$ cat src/rtl/jk_reg_bank.sv
// WIDTH-bit bank of independent flip-flops with runtime JK/D/T/SR mode,
// parallel load, clock enable, per-bit change detection and SR error flags.
module jk_reg_bank #(
   parameter int                 WIDTH     = 8,
   parameter logic [WIDTH-1:0]   RESET_VAL = '0
) (
   input  logic             clk,
   input  logic             rst_n,
   input  logic             en,
   input  logic [1:0]       mode,
   input  logic [WIDTH-1:0] j,
   input  logic [WIDTH-1:0] k,
   input  logic             load,
   input  logic [WIDTH-1:0] load_data,
   input  logic             err_clr,
   output logic [WIDTH-1:0] q,
   output logic [WIDTH-1:0] qn,
   output logic [WIDTH-1:0] changed,
   output logic [WIDTH-1:0] sr_err,
   output logic             sr_err_sticky
);

   logic [WIDTH-1:0] q_next;
   logic [WIDTH-1:0] err_next;

   // k is only looked at in JK and SR modes so an undriven k cannot leak into D/T.
   always_comb begin
      q_next   = q;
      err_next = '0;
      if (load) begin
         q_next = load_data;
      end else if (en) begin
         for (int i = 0; i < WIDTH; i++) begin
            case (mode)
               2'b00: begin
                  case ({j[i], k[i]})
                     2'b01:   q_next[i] = 1'b0;
                     2'b10:   q_next[i] = 1'b1;
                     2'b11:   q_next[i] = ~q[i];
                     default: q_next[i] = q[i];
                  endcase
               end
               2'b01: q_next[i] = j[i];
               2'b10: q_next[i] = q[i] ^ j[i];
               default: begin
                  case ({j[i], k[i]})
                     2'b01:   q_next[i] = 1'b0;
                     2'b10:   q_next[i] = 1'b1;
                     2'b11:   err_next[i] = 1'b1;
                     default: q_next[i] = q[i];
                  endcase
               end
            endcase
         end
      end
   end

   always_ff @(posedge clk or negedge rst_n) begin
      if (!rst_n) begin
         q             <= RESET_VAL;
         changed       <= '0;
         sr_err        <= '0;
         sr_err_sticky <= 1'b0;
      end else begin
         q       <= q_next;
         changed <= q_next ^ q;
         sr_err  <= err_next;
         // A fresh error on the clearing edge wins over the clear.
         if (err_clr)
            sr_err_sticky <= |err_next;
         else
            sr_err_sticky <= sr_err_sticky | (|err_next);
      end
   end

   assign qn = ~q;

endmodule

$ cat config.mk
export PLATFORM = sky130hd
export DESIGN_NAME = jk_reg_bank
export DESIGN_NICKNAME = d
export VERILOG_FILES = /design/src/rtl/jk_reg_bank.sv
export SDC_FILE = /design/constraint.sdc
export NUM_CORES = 1
export LEC_CHECK = 0
export CAP_MARGIN = 10
export CORE_UTILIZATION = 40
export CTS_BUF_LIST = sky130_fd_sc_hd__clkbuf_8
export DETAILED_ROUTE_END_ITERATION = 8
export PLACE_DENSITY = 0.71
export SKIP_LAST_GASP = 1
export SLEW_MARGIN = 0
export SYNTH_ARGS = -nofsm -noshare
export SYNTH_HDL_FRONTEND = slang
export SYNTH_SLANG_ARGS = --single-unit
export TNS_END_PERCENT = 1
$ cat constraint.sdc
create_clock -name clk -period 3 [get_ports clk]
set_input_delay 0.6 -clock clk [delete_from_list [all_inputs] [get_ports clk]]
set_output_delay 0.6 -clock clk [all_outputs]
set_load 0.01 [all_outputs]
# Yosys cells after proc, flatten, opt, wreduce, memory -nomap -nowiden
# Cells that the tools add are included.
# W data, S select, Z words.
# word_totals
reg_bits	25
in_bits	31
output_inout_bits	33
word_cells	97
# classes
n_eq_ne	26
mux	45
bitwise	19
n_reduce_logical	3
# ops
operator	n
$pmux W1 S3	16
$eq A2 B2 Y1 const B	17
$mux W8	4
$eq A2 B1 Y1 const B	9
$mux W1	17
$pmux W1 S2	8
$not A1 Y1	8
$not A8 Y8	1
$reduce_or A8 Y1	1
$xor A1 B1 Y1	8
$xor A8 B8 Y8	1
$reduce_or A3 Y1	1
$logic_not A2 Y1	1
$or A1 B1 Y1	1

# Depth between registers and ports, before layout
# logic_depth
depth_word	8
depth_mapped	6
mapped_depth_nobuf	6

# Worst setup path before layout
# OpenSTA, ideal clock, no wires.
# synth_timing
kind	in2reg
from	input k[0]
to	register changed[0]
arrival_ps	1872
path_slack_ps	1048
cell_stages	6
path_cell_list	inv_1 > ha_1 > mux2_2 > a221o_1 > o32ai_1 > a2bb2oi_1
# synth_via
elab_chain_len	6
elab_cells_between_ends	9
classes_between	eq/ne: 3; mux: 5; bitwise: 1
# synth_rtl
item	line_no	source
start, declared	12	input logic [WIDTH-1:0] k,
$eq A2 B2 Y1, or another cell as far along	36	case ({j[i], k[i]})
$pmux W1 S3 or $pmux W1 S2 (tied branches)	36, 46	
$pmux W1 S3 (*)	34	case (mode)
$mux W8 (*)	32	end else if (en) begin
$mux W8 (*)	30	if (load) begin
$xor A8 B8 Y8 (*)	66	changed <= q_next ^ q;
end signal, assigned	66	
end, declared	18	output logic [WIDTH-1:0] changed,
# Mark *: on every way between the ends. The rest lies on a longest branch, timed or not.

# Worst setup path after layout
# Ends and elaborated chain as after synthesis.

==> flow_summary.yaml <==
power_and_ir_drop:
  power_frac_clock_pct: 21.7
  seqPwrFrac_pct: 40.8
  p_leak_nw: 1.17
  swShare_pct: 31.6
  power_density_mw_per_mm2: 362
  netSwitchingPower_mw: 0.305
  irDropWorstVdd_mv: 0.203
  power.internal_mw: 0.660
  p_comb_share_pct: 37.5
place:
  dp_hpwl_mm: 3.67
  place_ws_ps: 386
  routabilityCongestion: 0.804
  port_buffers: 63
timing:
  clock_skew_ps: 1.15
  fmax_mhz: 429
  period_needed_ps: 2330
  timing.final.hold_violations: 0
  setup_viol: 0
  final.period_utilization_pct: 77.7
  relSlewSlack_pct: 63.0
  tightest_slew_ps: 556
  fin_setup_tns_ps: 0
  rsz0062_at_grt: "no"
  setup_slack_ps: 669
  slew_violations: 0
global_routing:
  grtUsageTotal_pct: 21.2
  grt_max_degree: 26
  use_met3_pct: 1.83
  use_met2_pct: 36.9
  gr-total-overflow: 0
  antenna_found_initial: 0
  grt-busiest-layer: "met2"
  grt_pass1_wl_mm: 8.55
  grt_pass1_vias: 1725
  use_met1_pct: 29.1
synthesis:
  netlist.area_leader.share_pct: 32.6
  ys.flop_type: "dfrtp_1"
  synth-seq-cells: 25
  synth-async-reset-ratio_pct: 100
  synth_edf_count: 0
  synth_area_leader_cell: "dfrtp_1"
  ys_seq_area_share_pct: 32.6
  synth_area_sq_mm: 0.00192
  synth_cell_types: 41
  syn_avg_cell_area_sq_um: 9.22
  synthTopCellsByArea: "dfrtp_1, ha_1, a21oi_1, o21ai_0, nor2b_1"
  yosysWarnings: 0
  syn-num-nets: 255
  syn_inst: 208
floorplan:
  die_y_um: 71.2
  start_util_pct: 42.9
  rows: 24
  core_area_sq_mm: 0.00447
  ios: 64
  die_w_um: 71.2
  design.die.area_sq_mm: 0.00508
worst_setup_path:
  crit_path_start_kind: "input port"
  critical_path_arrival_ps: 2530
  cp-end-kind: "flop"
  crit_type: "in2reg"
  critical_path_required_ps: 3200
  slowest_delay_ps: 510
  worstPathCellList: "clkdlybuf4s50_1 -> inv_1 -> ha_1 -> mux2_2 -> a221o_1 -> o32ai_1 -> a2bb2oi_1"
  cp_slowest_cell: "clkdlybuf4s50_1"
  cp_max_fo: 3
clocking:
  clock-sinks: 25
  post_cts_buffers: 0
  clk-insertion-delay-late_ps: 270
  postCtsResizedCells: 0
  path_clk_slew_ps: 90
  cts-hold-fix-buffers: 0
  cts-root-buf: "clkbuf_8"
  cts_tree: "built"
  cts_buffer_depth: 2
  numCtsBuffers: 3
  cts-htree-levels: 1
cells_and_area:
  diodes: 0
  area_growth_syn_to_layout_pct: 39.1
  nNetsFinal: 320
  drive_gt1_share_pct: 9.93
routing:
  detail_route.wl_per_cell_um: 15.6
  vias: 1795
  vias_per_cell: 5.54
  route.detailed.drc: 5
  wl_mm: 5.06
  drt_pre_antenna_iters: 8
  drt-initial-drc-count: 116
  postRouteAntennaNets: 0
worst_hold_path:
  hp-class: "reg2reg"
run:
  drv_cap: 0
run_status:
  status: "finished with violations"
  violations: "DRC"
[per-layer routing]
metal	wire length, um	part of all wire (%)	up-vias
li1	-	-	895
met1	2340	46	844
met2	2470	49	50
met3	216	4.3	6
met4	40	0.79	0
met5	0	0	-
[placed cells by master (no fill, tap or decap), drive strengths merged, types with 6 or more instances in the layout]
cell	synthesis	final
o21ai	16	16
nor2b	12	12
buf	9	10
mux2	6	6
clkdlybuf4s50	0	63
dfrtp	25	25
a21oi	18	18
and3	8	8
ha	16	16
inv	17	17
a2111oi	7	7
[worst paths after layout]
path	start	endpoint	slack [ps]	cells after the start
max in group asynchronous	rst_n	q[4]	2060	2
worst min register to register	sr_err_sticky	sr_err_sticky	510	2
min in group asynchronous	rst_n	changed[4]	680	2
worst max register to register	q[0]	changed[0]	1420	4
worst min-delay path	sr_err_sticky	sr_err_sticky	510	2
worst max-delay path	k[0]	changed[0]	670	7
[sequential cells by signal, indices dropped and copies added (netlist names)]
name,count
sr_err_sticky,1
sr_err,8
changed,8
q,8
[worst max-delay path: cells and delay by family]
family / cells / cell delay, ps
adders and majority gates: 1 / 270
muxes: 1 / 320
buffers and inverters: 2 / 570
AOI/OAI and AO/OA: 3 / 760
[final cells by class]
type	count	area, sq um
inverters	18	67.6
clock buffers	3	41.3
fillers	403	1810
repair buffers	73	706
clock inverters	1	5.00
multi-input cells	152	1160
well taps	52	65.1
flip-flops and latches	25	626
[cells in the mapped netlist, types with 2 or more instances]
| master | number |
|---|---|
| and3_1 | 8 |
| o21ai_0 | 16 |
| nor2b_1 | 11 |
| a2111oi_0 | 2 |
| o22a_1 | 2 |
| nor2_1 | 5 |
| and2_1 | 2 |
| mux2_2 | 6 |
| nand2b_1 | 4 |
| buf_2 | 8 |
| inv_1 | 17 |
| xnor2_1 | 2 |
| nor3_1 | 2 |
| a31oi_1 | 3 |
| nand2_1 | 4 |
| nor3b_1 | 5 |
| a22o_1 | 4 |
| o22ai_1 | 3 |
| xor2_1 | 2 |
| or2_2 | 2 |
| clkbuf_1 | 4 |
| a2bb2oi_1 | 5 |
| ha_1 | 16 |
| a21oi_1 | 18 |
| nand3b_1 | 2 |
| o21a_1 | 3 |
| a221o_1 | 5 |
| o32ai_1 | 5 |
| a2111oi_2 | 4 |
| dfrtp_1 | 25 |
| mux2i_1 | 3 |
[cell families (layout without fill, tap and decap cells)]
logic type,after synthesis,after routing,share of synthesized area [%]
multiplexers,9,9,5.09
AO/OA/AOI/OAI,74,74,27.8
adder cells (fa/ha/maj),16,16,10.4
XOR/XNOR,4,4,1.83
buffers and inverters,31,95,6.98
flip-flops,25,25,32.6
AND/OR/NAND/NOR,49,49,15.3
[through the flow]
stage | power (mW) | util [%] | cells | area (sq um) | hold slack [ps]
after floorplan | 0.577 | - | 208 | 1920 | 304
after global placement | 0.757 | 58.6 | 320 | 2620 | 498
after detailed placement | 0.761 | 58.6 | 320 | 2620 | 493
after CTS | 0.967 | 59.6 | 324 | 2670 | 517
after global routing | 1.02 | 59.6 | 324 | 2670 | 557
final | 0.965 | 59.6 | 324 | 2670 | 513
[power by group through the flow]
stage	combinational, mW	sequential (mW)	clock [mW]
6_report	0.362	0.394	0.209
5_1_grt	0.396	0.399	0.223
3_5_place_dp	0.361	0.400	0
3_3_place_gp	0.358	0.399	0
4_1_cts	0.363	0.394	0.211
2_1_floorplan	0.172	0.406	0
No activity file was read; power rests on OpenSTA's default activity.
